$ cat config.mk
export PLATFORM = sky130hd
export DESIGN_NAME = bsg_nasti_mem_sequencer
export DESIGN_NICKNAME = d
export VERILOG_FILES = /design/src/rtl/bsg_nasti_pkg.sv /design/src/rtl/bsg_nasti_burst_addr_gen.sv /design/src/rtl/bsg_nasti_mem_sequencer.sv
export SDC_FILE = /design/constraint.sdc
export NUM_CORES = 1
export LEC_CHECK = 0
export BUFFER_PORTS_ARGS = -buffer_cell sky130_fd_sc_hd__buf_2
export CAP_MARGIN = 20
export CORE_MARGIN = 2
export CORE_UTILIZATION = 30
export DETAILED_ROUTE_END_ITERATION = 10
export GPL_TIMING_DRIVEN = 0
export PLACE_DENSITY = 0.54
export SLEW_MARGIN = 20
export SYNTH_ARGS = -nofsm -noshare
export SYNTH_HDL_FRONTEND = slang
export SYNTH_HIERARCHICAL = 1
export SYNTH_SLANG_ARGS = --single-unit
$ cat constraint.sdc
create_clock -name clk_i -period 11.6 [get_ports clk_i]
set_input_delay 2.9 -clock clk_i [delete_from_list [all_inputs] [get_ports clk_i]]
set_output_delay 2.9 -clock clk_i [all_outputs]
set_load 0.01 [all_outputs]
$ cat src/rtl/bsg_nasti_pkg.sv
// Shared NASTI packet types, response codes and FSM state for the memory sequencer.
// Field widths here match the sequencer's default parameters.
package bsg_nasti_pkg;

  localparam int NASTI_ADDR_W = 32;
  localparam int NASTI_DATA_W = 64;
  localparam int NASTI_ID_W   = 5;
  localparam int NASTI_LEN_W  = 8;

  localparam logic [1:0] RESP_OKAY   = 2'b00;
  localparam logic [1:0] RESP_SLVERR = 2'b10;

  typedef struct packed {
    logic [NASTI_ID_W-1:0]   id;
    logic [NASTI_ADDR_W-1:0] addr;
    logic [NASTI_LEN_W-1:0]  len;
  } bsg_nasti_a_pkt;

  typedef struct packed {
    logic [NASTI_DATA_W-1:0]   data;
    logic [NASTI_DATA_W/8-1:0] strb;
    logic                      last;
  } bsg_nasti_w_pkt;

  typedef struct packed {
    logic [NASTI_ID_W-1:0] id;
    logic [1:0]            resp;
  } bsg_nasti_b_pkt;

  typedef struct packed {
    logic [NASTI_ID_W-1:0]   id;
    logic [NASTI_DATA_W-1:0] data;
    logic [1:0]              resp;
    logic                    last;
  } bsg_nasti_r_pkt;

  typedef enum logic [1:0] {
    SEQ_IDLE  = 2'd0,
    SEQ_READ  = 2'd1,
    SEQ_WRITE = 2'd2,
    SEQ_WRESP = 2'd3
  } seq_state_e;

endpackage

$ cat src/rtl/bsg_nasti_burst_addr_gen.sv
// Per-beat word address and beat counter for one INCR burst.
// Only the low 12 address bits advance, so a burst wraps inside its 4KB page.
module bsg_nasti_burst_addr_gen #(
  parameter int addr_width_p = 32,
  parameter int len_width_p  = 8,
  parameter int stride_lg_p  = 3,
  parameter int mem_aw_p     = 12
) (
  input  logic                    clk_i,
  input  logic                    reset_i,
  input  logic                    load_i,
  input  logic [addr_width_p-1:0] addr_i,
  input  logic [len_width_p-1:0]  len_i,
  input  logic                    step_i,
  output logic [mem_aw_p-1:0]     addr_o,
  output logic                    last_o
);

  localparam logic [11:0] STRIDE = 12'(1 << stride_lg_p);

  logic [addr_width_p-1:0] addr_q;
  logic [len_width_p-1:0]  len_q;
  logic [len_width_p-1:0]  cnt_q;

  assign addr_o = addr_q[stride_lg_p +: mem_aw_p];
  assign last_o = (cnt_q == len_q);

  always_ff @(posedge clk_i or posedge reset_i) begin
    if (reset_i) begin
      addr_q <= '0;
      len_q  <= '0;
      cnt_q  <= '0;
    end else if (load_i) begin
      addr_q <= addr_i;
      len_q  <= len_i;
      cnt_q  <= '0;
    end else if (step_i) begin
      addr_q <= {addr_q[addr_width_p-1:12], addr_q[11:0] + STRIDE};
      // Saturate on the final beat so len=max never wraps back to beat 0.
      if (!last_o) cnt_q <= cnt_q + 1'b1;
    end
  end

endmodule

$ cat src/rtl/bsg_nasti_mem_sequencer.sv
// NASTI slave that serializes read/write bursts onto a single-ported 1-cycle SRAM port.
// Burst-level round-robin between AR and AW; R beats leave through a registered output slot.
module bsg_nasti_mem_sequencer
  import bsg_nasti_pkg::*;
#(
  parameter int addr_width_p = NASTI_ADDR_W,
  parameter int data_width_p = NASTI_DATA_W,
  parameter int id_width_p   = NASTI_ID_W,
  parameter int len_width_p  = NASTI_LEN_W,
  parameter int mem_els_p    = 4096
) (
  input  logic                          clk_i,
  input  logic                          reset_i,
  input  logic                          ar_v_i,
  input  bsg_nasti_a_pkt                ar_i,
  output logic                          ar_ready_o,
  input  logic                          aw_v_i,
  input  bsg_nasti_a_pkt                aw_i,
  output logic                          aw_ready_o,
  input  logic                          w_v_i,
  input  bsg_nasti_w_pkt                w_i,
  output logic                          w_ready_o,
  output logic                          b_v_o,
  output bsg_nasti_b_pkt                b_o,
  input  logic                          b_ready_i,
  output logic                          r_v_o,
  output bsg_nasti_r_pkt                r_o,
  input  logic                          r_ready_i,
  output logic                          mem_v_o,
  output logic                          mem_w_o,
  output logic [$clog2(mem_els_p)-1:0]  mem_addr_o,
  output logic [data_width_p-1:0]       mem_data_o,
  output logic [data_width_p/8-1:0]     mem_mask_o,
  input  logic                          mem_ready_i,
  input  logic [data_width_p-1:0]       mem_data_i
);

  localparam int STRIDE_LG = $clog2(data_width_p/8);
  localparam int MEM_AW    = $clog2(mem_els_p);

  seq_state_e              state_q;
  logic                    wr_prio_q;
  logic                    err_q;
  logic [id_width_p-1:0]   id_q;
  logic                    rd_issued_q;
  logic                    pend_q;
  logic                    pend_last_q;
  logic                    r_v_q;
  bsg_nasti_r_pkt          r_q;
  logic                    skid_v_q;
  bsg_nasti_r_pkt          skid_q;

  logic                    grant_r, grant_w;
  logic                    drain, r_free, rd_req, wr_req, fire, rd_fire;
  logic [1:0]              occ;
  logic [MEM_AW-1:0]       ag_addr;
  logic                    ag_last;
  bsg_nasti_r_pkt          rd_beat;

  assign grant_r = (state_q == SEQ_IDLE) & ~reset_i & ar_v_i & (~aw_v_i | ~wr_prio_q);
  assign grant_w = (state_q == SEQ_IDLE) & ~reset_i & aw_v_i & (~ar_v_i |  wr_prio_q);
  assign ar_ready_o = grant_r;
  assign aw_ready_o = grant_w;

  // Beats owed to the R side (output slot, skid slot, read in flight); a new read
  // is only issued when its data is guaranteed a landing slot next cycle.
  assign drain  = r_v_q & r_ready_i;
  assign r_free = ~r_v_q | drain;
  assign occ    = 2'(r_v_q) + 2'(skid_v_q) + 2'(pend_q);
  assign rd_req = (state_q == SEQ_READ) & ~rd_issued_q & ((occ - 2'(drain)) <= 2'd1);
  assign wr_req = (state_q == SEQ_WRITE) & w_v_i;

  assign mem_v_o    = rd_req | wr_req;
  assign mem_w_o    = (state_q == SEQ_WRITE);
  assign mem_addr_o = ag_addr;
  assign mem_data_o = w_i.data;
  assign mem_mask_o = w_i.strb;
  assign w_ready_o  = (state_q == SEQ_WRITE) & mem_ready_i;
  assign fire       = mem_v_o & mem_ready_i;
  assign rd_fire    = rd_req & mem_ready_i;

  assign rd_beat = '{id: id_q, data: mem_data_i, resp: RESP_OKAY, last: pend_last_q};
  assign r_v_o   = r_v_q;
  assign r_o     = r_q;
  assign b_v_o   = (state_q == SEQ_WRESP);
  assign b_o     = '{id: id_q, resp: (err_q ? RESP_SLVERR : RESP_OKAY)};

  bsg_nasti_burst_addr_gen #(
    .addr_width_p(addr_width_p),
    .len_width_p (len_width_p),
    .stride_lg_p (STRIDE_LG),
    .mem_aw_p    (MEM_AW)
  ) addr_gen (
    .clk_i  (clk_i),
    .reset_i(reset_i),
    .load_i (grant_r | grant_w),
    .addr_i (grant_w ? aw_i.addr : ar_i.addr),
    .len_i  (grant_w ? aw_i.len  : ar_i.len),
    .step_i (fire),
    .addr_o (ag_addr),
    .last_o (ag_last)
  );

  always_ff @(posedge clk_i or posedge reset_i) begin
    if (reset_i) begin
      state_q     <= SEQ_IDLE;
      wr_prio_q   <= 1'b0;
      err_q       <= 1'b0;
      id_q        <= '0;
      rd_issued_q <= 1'b0;
      pend_q      <= 1'b0;
      pend_last_q <= 1'b0;
      r_v_q       <= 1'b0;
      r_q         <= '0;
      skid_v_q    <= 1'b0;
      skid_q      <= '0;
    end else begin
      pend_q <= rd_fire;
      if (rd_fire) begin
        pend_last_q <= ag_last;
        if (ag_last) rd_issued_q <= 1'b1;
      end

      if (r_free) begin
        if (skid_v_q) begin
          r_q      <= skid_q;
          r_v_q    <= 1'b1;
          skid_v_q <= pend_q;
          if (pend_q) skid_q <= rd_beat;
        end else begin
          r_v_q <= pend_q;
          if (pend_q) r_q <= rd_beat;
        end
      end else if (pend_q) begin
        skid_v_q <= 1'b1;
        skid_q   <= rd_beat;
      end

      unique case (state_q)
        SEQ_IDLE: begin
          if (grant_r) begin
            id_q        <= ar_i.id;
            rd_issued_q <= 1'b0;
            wr_prio_q   <= ~wr_prio_q;
            state_q     <= SEQ_READ;
          end else if (grant_w) begin
            id_q      <= aw_i.id;
            err_q     <= 1'b0;
            wr_prio_q <= ~wr_prio_q;
            state_q   <= SEQ_WRITE;
          end
        end
        SEQ_READ: begin
          if (drain && r_q.last) state_q <= SEQ_IDLE;
        end
        SEQ_WRITE: begin
          if (fire) begin
            // A last flag that disagrees with the beat count is a protocol error,
            // but the burst still ends on whichever comes first.
            if (w_i.last != ag_last) err_q <= 1'b1;
            if (w_i.last || ag_last) state_q <= SEQ_WRESP;
          end
        end
        SEQ_WRESP: begin
          if (b_ready_i) begin
            err_q   <= 1'b0;
            state_q <= SEQ_IDLE;
          end
        end
        default: state_q <= SEQ_IDLE;
      endcase
    end
  end

endmodule

==> impl_metrics.json, run 1 <==
{
  "status": "complete, no violations",
  "setup_viol": 0,
  "crit_fanout": 3,
  "slew_headroom_pct": 57.8,
  "power.leakage_uw": 0.00564,
  "netlist_area_sq_mm": 0.00905,
  "crit_start": "r_ready_i",
  "p_int_uw": 1660,
  "seqPwrFrac_pct": 41.1,
  "grt-ovfl-total": 0,
  "critPathMaxStageDelay_ps": 460,
  "path_clk_slew_ps": 70,
  "crit_type": "in2out",
  "syn_avg_cell_area_sq_um": 11.7,
  "vias_per_cell": 4.40,
  "peakVddDrop_mv": 0.115,
  "std_cell_rows": 63,
  "timing.reg2reg.setup_slack_ps": 8140,
  "worstMarginPinSlew_ps": 633,
  "portBuffers": 289,
  "cts_tree": "yes",
  "maxCapViolCount": 0,
  "r2r_end": "addr_gen/cnt_q[5]",
  "swShare_pct": 36.6,
  "cp_data_arrival_time_ps": 4800,
  "die-area_sq_mm": 0.0316,
  "nets": 1322,
  "drt-wirelength-per-cell_microns": 15.6,
  "ant_nets": 0,
  "critPathBufInv": 3,
  "coreArea_sq_mm": 0.0296,
  "die_x_microns": 178,
  "hp-class": "reg2reg",
  "start_util_pct": 30.5,
  "fmax_mhz": 130,
  "grt_max_degree": 95,
  "first_pass_iters": 4,
  "wl_mm": 23.3,
  "area_delta_synth_final_pct": 28.7,
  "critPathSlowestCell": "o41ai_1",
  "crit_chain": "buf_2 -> and2_1 -> ha_1 -> inv_1 -> ha_1 -> a21oi_1 -> xnor2_1 -> o41ai_1 -> buf_2",
  "root_buffer": "clkbuf_16",
  "syn_inst": 771,
  "worst_setup_path_start_kind": "input pin",
  "cp-end-kind": "primary output",
  "cts.sinks": 182,
  "skew_ps": 18.3,
  "hp-start": "wr_prio_q",
  "hold_end": "wr_prio_q",
  "setup_tns_ps": 0,
  "cts_resized": 0,
  "grt_pass1_wl_mm": 35.4,
  "crit_family": "compound AO/OA/AOI/OAI gates",
  "pin_count": 405,
  "grt.total_usage_pct": 14.7,
  "whs_path_depth": 1,
  "routabilityCongestion": 0.779,
  "grt_pass1_vias": 6295,
  "cp_data_required_time_ps": 8700,
  "post-route-period-util_pct": 66.4,
  "reg2reg_from": "r_v_o",
  "rsz0062_at_grt": "no",
  "hold_violations": 0,
  "cts.htree.levels": 4,
  "drc": 0,
  "reg2reg_depth": 13,
  "clock_latency_ps": 440,
  "die_y_microns": 178,
  "p_per_area_mw_per_mm2": 225,
  "finalMaxSlewViolations": 0,
  "dp_hpwl_mm": 17.3,
  "ctsLongestPathBuffers": 2,
  "antenna_found_initial": 7,
  "finalCriticalPeriod_ps": 7700,
  "post_cts.repair.setup_buffers": 0,
  "p_switching_uw": 959,
  "vias": 6561,
  "cts_made_buffers": 17,
  "synth_warnings": 6,
  "final_layout_size_suffix_gt1_share_pct": 49.6,
  "utilization_pct": 39.3,
  "pwr-share-clk_pct": 22.4,
  "cts_hold_buf": 0,
  "drtIter0Drc": 273,
  "comb_power_share_pct": 36.5
}
==> worst reg2reg max path, cell delays in order (launching register included) <==
cell and delay, ps:
dfrtp_1 400, and2_1 160, ha_1 270, inv_1 40, ha_1 260, a21oi_1 180
xnor2_1 150, o41ai_1 460, and2_1 200, clkbuf_1 380, and3_1 270, nand4_1 110
a21oi_1 150, mux2_1 330
==> placed cells by master (no fill, tap or decap), types with 2 or more instances in the layout <==
cell       instances
clkinv_8           6
nand2b_1           4
and3_1             3
a21oi_1           76
mux2_1            12
nand2_1           26
and2_1             4
diode_2            5
nand3_1            2
clkinv_4           4
inv_6              2
o21ai_1            3
mux2_4            18
xnor2_1            5
o21ai_0           13
mux2i_1           77
o21a_1             2
buf_6              8
buf_1              2
clkbuf_16         17
buf_4             80
conb_1             3
xor2_1            13
ha_1               5
dfrtp_1          182
nor2b_1            7
mux2_2            80
buf_12             4
and2b_2            2
clkbuf_1           8
inv_1              7
nand4_1            6
nor2_1            82
buf_2            307
inv_8              4
nor4_4             2
==> metal layers <==
layer | part of all wire [%] | GRT usage (%) | up-vias | wire length (microns)
li1 | - | - | 3191 | -
met1 | 43 | 18.4 | 3126 | 9920
met2 | 48 | 24.1 | 215 | 11300
met3 | 7.2 | 3.94 | 25 | 1680
met4 | 1.6 | 5.40 | 4 | 380
met5 | 0.12 | 0 | - | 27
==> area by class of cell <==
class / count / area (sq um)
plain buffers: 120 / 898
multi-input cells: 462 / 3570
diodes: 5 / 12.5
clock inverters: 15 / 184
fillers: 2985 / 18000
repair buffers: 290 / 1470
clock buffers: 17 / 425
flip-flops and latches: 182 / 4550
inverters: 9 / 41.3
well taps: 390 / 488
==> power groups by stage <==
| stage | combinational (uW) | clock [uW] | sequential, uW |
|---|---|---|---|
| floorplan | 555 | 0 | 1130 |
| global placement | 952 | 0 | 1080 |
| detailed placement | 968 | 0 | 1090 |
| CTS | 971 | 609 | 1080 |
| global route | 1060 | 634 | 1120 |
| finish | 954 | 586 | 1080 |
==> worst max-delay path by stage <==
| stage | endpoint | cells past startpoint |
|---|---|---|
| global route | mem_v_o | 9 |
| finish | mem_v_o | 9 |
| floorplan | mem_v_o | 7 |
| global placement | skid_q[34] | 2 |
| detailed placement | mem_v_o | 9 |
| CTS | mem_v_o | 9 |
==> registers in the layout (all words and copies together), names as in the netlist, 2 cells and up <==
register and cells:
state_q 2, skid_q 70, addr_gen/addr_q 12, addr_gen/len_q 8, addr_gen/cnt_q 8, r_o 70, id_q 5
==> metrics by stage <==
stage	cells	power [uW]	hold WS (ps)	worst slack, ps	cell area (sq um)
after floorplan	773	1690	454	4340	9060
after global placement	1452	2030	472	2310	11000
after detailed placement	1453	2060	469	3900	11000
after CTS	1485	2660	483	3880	11600
after global routing	1489	2810	495	3770	11600
final	1490	2620	480	3900	11600
No activity file was read; power rests on OpenSTA's default activity.
==> inputs of run 2 (changes only) <==
ABC_AREA = 1   (was not set)
clock period = 7.95 ns   (was 11.6 ns; I/O delays follow)
==> run 2 against run 1 <==
Against the previous run: routed wire length grew 5.5%; register-to-register slack lost 2700 ps; clock skew shrank 1.8 ps; cell count grew 15%; via count grew 16%; largest power group unchanged; count of clock-buffer cells in the layout is the same; highest routed layer unchanged; critical path type unchanged; clock power grew 46%.
==> impl_metrics.json, run 2 <==
{
  "die_y_microns": 177,
  "cts_resized": 0,
  "area_delta_synth_final_pct": 29.7,
  "post-route-period-util_pct": 66.9,
  "critPathMaxStageDelay_ps": 260,
  "start_util_pct": 30.4,
  "maxCapViolCount": 0,
  "status": "complete, no violations",
  "skew_ps": 16.5,
  "pin_count": 405,
  "ctsLongestPathBuffers": 2,
  "power.leakage_uw": 0.00616,
  "cp_data_required_time_ps": 5960,
  "final_cell_mix": "314 x buf_2, 302 x nand2_1, 182 x dfrtp_1",
  "drt-wirelength-per-cell_microns": 14.4,
  "slew_headroom_pct": 57.2,
  "synth_warnings": 6,
  "final_layout_size_suffix_gt1_share_pct": 40.7,
  "grt_pass1_wl_mm": 37.3,
  "p_int_uw": 2220,
  "peakVddDrop_mv": 0.133,
  "routabilityCongestion": 0.796,
  "finalCriticalPeriod_ps": 5320,
  "vias_per_cell": 4.45,
  "first_pass_iters": 5,
  "rsz0062_at_grt": "no",
  "reg2reg_from": "r_v_o",
  "critPathSlowestCell": "ha_1",
  "hold_end": "err_q",
  "cts_hold_buf": 0,
  "antenna_found_initial": 2,
  "timing.reg2reg.setup_slack_ps": 5400,
  "crit_start": "r_ready_i",
  "setup_tns_ps": 0,
  "netlist_area_sq_mm": 0.00900,
  "nets": 1545,
  "cts_made_buffers": 17,
  "portBuffers": 289,
  "final_common_cell": "buf_2",
  "whs_path_depth": 2,
  "comb_power_share_pct": 35.8,
  "hold_violations": 0,
  "place_inst": 1676,
  "coreArea_sq_mm": 0.0296,
  "hp-class": "reg2reg",
  "worstMarginPinSlew_ps": 641,
  "antenna_cells": 0,
  "drtIter0Drc": 380,
  "wl_mm": 24.6,
  "crit_fanout": 2,
  "clock_latency_ps": 440,
  "reg2reg_depth": 17,
  "cts.sinks": 182,
  "die_x_microns": 177,
  "cts_tree": "yes",
  "drc": 0,
  "grt_pass1_vias": 7014,
  "grt_max_degree": 31,
  "crit_type": "in2out",
  "cts.htree.levels": 4,
  "setup_viol": 0,
  "dp_hpwl_mm": 19.0,
  "vias": 7609,
  "hp-start": "err_q",
  "path_clk_slew_ps": 80,
  "worst_setup_path_start_kind": "input pin",
  "p_per_area_mw_per_mm2": 308,
  "grt-ovfl-total": 0,
  "finalMaxSlewViolations": 0,
  "ant_nets": 0,
  "syn_avg_cell_area_sq_um": 9.10,
  "die-area_sq_mm": 0.0314,
  "root_buffer": "clkbuf_16",
  "cpMostUsedCell": "nand2_1",
  "fin_cells": 1708,
  "std_cell_rows": 63,
  "post_cts.repair.setup_buffers": 0,
  "crit_chain": "buf_2 -> nand2_1 -> inv_1 -> ha_1 -> inv_1 -> ha_1 -> nand2_1 -> nand2_1 -> nand2_1 -> nand3_1 -> nand2_2 -> buf_2",
  "fmax_mhz": 188,
  "pwr-share-clk_pct": 23.8,
  "swShare_pct": 38.2,
  "syn_inst": 989,
  "cp-end-kind": "primary output",
  "seqPwrFrac_pct": 40.4,
  "cp_data_arrival_time_ps": 3330,
  "p_switching_uw": 1370,
  "r2r_end": "addr_gen/addr_q[8]",
  "grt.total_usage_pct": 15.3
}
-- run 2: worst max-delay path by stage --
stage | end | slack (ps) | depth (start not counted)
2_1_floorplan | aw_ready_o | 960 | 4
3_3_place_gp | aw_ready_o | -630 | 6
3_5_place_dp | mem_v_o | 2610 | 12
4_1_cts | mem_v_o | 2610 | 12
5_1_grt | mem_v_o | 2490 | 12
6_report | mem_v_o | 2630 | 12
-- run 2: area by class of cell --
type                            instances  area, sq um
Tap cell                              390          488
Inverter                               46          176
Fill cell                            3049        17900
Buffer                                127          831
Multi-Input combinational cell        636         3450
Timing Repair Buffer                  295         1570
Clock buffer                           17          425
Clock inverter                         15          178
Sequential cell                       182         4550
-- run 2: power groups by stage --
| stage | clock, uW | combinational, uW | sequential (uW) |
|---|---|---|---|
| after detailed placement | 0 | 1310 | 1470 |
| after CTS | 881 | 1310 | 1460 |
| after global placement | 0 | 1290 | 1460 |
| after floorplan | 0 | 707 | 1540 |
| after global routing | 922 | 1440 | 1500 |
| final | 856 | 1290 | 1450 |
-- run 2: stage by stage --
step	util [%]	setup WS (ps)	hold WS [ps]	power [uW]	cell area [sq um]
2_1_floorplan	-	957	443	2250	9010
3_3_place_gp	37.0	-632	451	2750	10900
3_5_place_dp	37.5	2610	461	2780	11100
4_1_cts	39.5	2610	481	3650	11700
5_1_grt	39.5	2490	498	3860	11700
6_report	39.5	2630	476	3600	11700
-- run 2: per-layer routing --
layer / global-route usage, % / share of wire (%) / up-vias
met2: 26.6 / 50 / 249
met5: 0 / 0.077 / -
met3: 3.87 / 7.1 / 14
met4: 3.20 / 0.69 / 4
li1: - / - / 3770
met1: 19.2 / 42 / 3572
-- run 2: worst max-delay path, delay by kind of cell --
| family | cells | cell delay (ps) |
|---|---|---|
| adder cells (fa/ha/maj) | 2 | 520 |
| AND/OR/NAND/NOR | 6 | 480 |
| buffers and inverters | 4 | 350 |
==> inputs of run 3 (changes only) <==
PLACE_DENSITY = 0.56   (was 0.54)
clock period = 4.8 ns   (was 7.95 ns; I/O delays follow)
==> run 3 against run 2 <==
Against the previous run: cell count hardly changed; cell area hardly changed; register-to-register slack worse by 3300 ps; hold slack better by 1.7 ps; clock power is 66% higher; combinational power is 66% higher; total power is 66% higher; critical path depth stayed put; clock skew is 5.1 ps lower; first-iteration DRC count is 9.7% lower; routed wire length is 1.5% lower.
==> impl_metrics.json, run 3 (synthesized netlist as in run 2, its figures left out) <==
{
  "preCtsSetupSlack_ps": 966,
  "vias_per_cell": 4.39,
  "cpMostUsedCell": "nand2_1",
  "grt_pass1_vias": 7155,
  "hp-class": "reg2reg",
  "crit_type": "in2out",
  "coreArea_sq_mm": 0.0296,
  "grt-ovfl-total": 0,
  "cp-end-kind": "primary output",
  "drt-wirelength-per-cell_microns": 14.2,
  "nets": 1545,
  "rsz0062_at_grt": "no",
  "cts_resized": 0,
  "worstMarginPinSlew_ps": 623,
  "cts_tree": "yes",
  "cp_data_required_time_ps": 3600,
  "final_cell_mix": "312 x buf_2, 302 x nand2_1, 182 x dfrtp_1",
  "cp_data_arrival_time_ps": 2630,
  "skew_ps": 11.4,
  "std_cell_rows": 63,
  "root_buffer": "clkbuf_16",
  "die-area_sq_mm": 0.0314,
  "wl_mm": 24.2,
  "antenna_found_initial": 1,
  "hp-start": "addr_gen/addr_q[14]",
  "cts_hold_buf": 0,
  "crit_chain": "buf_2 -> nand2_1 -> inv_1 -> ha_1 -> inv_1 -> ha_1 -> nand2_1 -> nand2_1 -> nand2_1 -> nand3_1 -> nand2_2 -> buf_2",
  "hold_violations": 0,
  "maxCapViolCount": 0,
  "crit_fanout": 2,
  "area_delta_synth_final_pct": 29.9,
  "crit_family": "simple AND/OR/NAND/NOR gates",
  "status": "complete, no violations",
  "first_pass_iters": 4,
  "critPathMaxStageDelay_ps": 260,
  "cts_made_buffers": 17,
  "clock_latency_ps": 430,
  "routabilityCongestion": 0.837,
  "p_per_area_mw_per_mm2": 511,
  "crit_start": "r_ready_i",
  "setup_viol": 0,
  "worst_setup_path_start_kind": "input pin",
  "fin_cells": 1709,
  "ctsLongestPathBuffers": 2,
  "grt_max_degree": 30,
  "critPathBufInv": 4,
  "drtIter0Drc": 343,
  "portBuffers": 289,
  "die_y_microns": 177,
  "final_layout_size_suffix_gt1_share_pct": 41.0,
  "fin_total_pwr_uw": 5970,
  "drc": 0,
  "reg2reg_from": "pend_q",
  "finalMaxSlewViolations": 0,
  "slew_headroom_pct": 58.4,
  "place_inst": 1676,
  "path_clk_slew_ps": 70,
  "post_cts.repair.setup_buffers": 0,
  "cts.sinks": 182,
  "ant_nets": 0,
  "critPathSlowestCell": "ha_1",
  "die_x_microns": 177,
  "power.leakage_uw": 0.00617,
  "grt.total_usage_pct": 15.4,
  "dp_hpwl_mm": 18.7,
  "fmax_mhz": 261,
  "post-route-period-util_pct": 79.7,
  "cts.htree.levels": 4,
  "vias": 7503,
  "final_common_cell": "buf_2",
  "pin_count": 405,
  "finalCriticalPeriod_ps": 3830,
  "peakVddDrop_mv": 0.214,
  "start_util_pct": 30.4,
  "timing.final.ws_setup_ps": 973,
  "grt_pass1_wl_mm": 37.8
}
[run 3: worst register-to-register path: stages, from the launching register on]
cell	delay, ps
dfrtp_1	430
inv_1	110
ha_1	280
inv_1	40
ha_1	260
nand2_1	80
nand2_1	50
nand2_1	60
nand3_1	160
nand2_2	150
nand2_4	70
clkinv_1	70
buf_6	170
inv_1	100
nor2_4	200
inv_1	120
o31ai_1	250
[run 3: final timing paths]
check	to	slack, ps	cells after the start
min	addr_gen/addr_q[14]	480	2
max reg2reg	addr_gen/addr_q[8]	2120	16
max	mem_v_o	970	12
min reg2reg	addr_gen/addr_q[14]	480	2
max in group asynchronous	skid_q[26]	3030	6
min in group asynchronous	wr_prio_q	700	2
[run 3: metrics by stage]
step / hold slack [ps] / TNS, ps / area [sq um] / util, %
after global routing: 517 / 0 / 11700 / 39.5
after CTS: 485 / 0 / 11700 / 39.5
after floorplan: 443 / -5070 / 9030 / -
after global placement: 456 / -64350 / 11000 / 37.1
after detailed placement: 466 / 0 / 11100 / 37.5
final: 478 / 0 / 11700 / 39.5
[run 3: per-layer routing]
layer  vias up  wire length (microns)  track usage [%]  share of wire (%)
met1      3464                  10900             20.4                 45
met3        17                   1560             3.11                6.4
met5         -                      0                0                  0
met2       247                  11400             25.5                 47
met4         0                    307             4.20                1.3
li1       3775                      -                -                  -
[run 3: final cells by class]
cell class,instances,area (sq um)
Antenna cell,1,2.50
Buffer,127,845
Clock buffer,18,439
Clock inverter,14,156
Fill cell,3045,17900
Inverter,46,176
Multi-Input combinational cell,636,3450
Sequential cell,182,4550
Tap cell,390,488
Timing Repair Buffer,295,1570
[run 3: where the power goes]
| part | leakage (uW) | total, uW | switching (uW) | internal, uW |
|---|---|---|---|---|
| clock network | 0.000290 | 1420 | 705 | 716 |
| registers | 0.00227 | 2410 | 349 | 2060 |
| logic | 0.00361 | 2140 | 1220 | 921 |
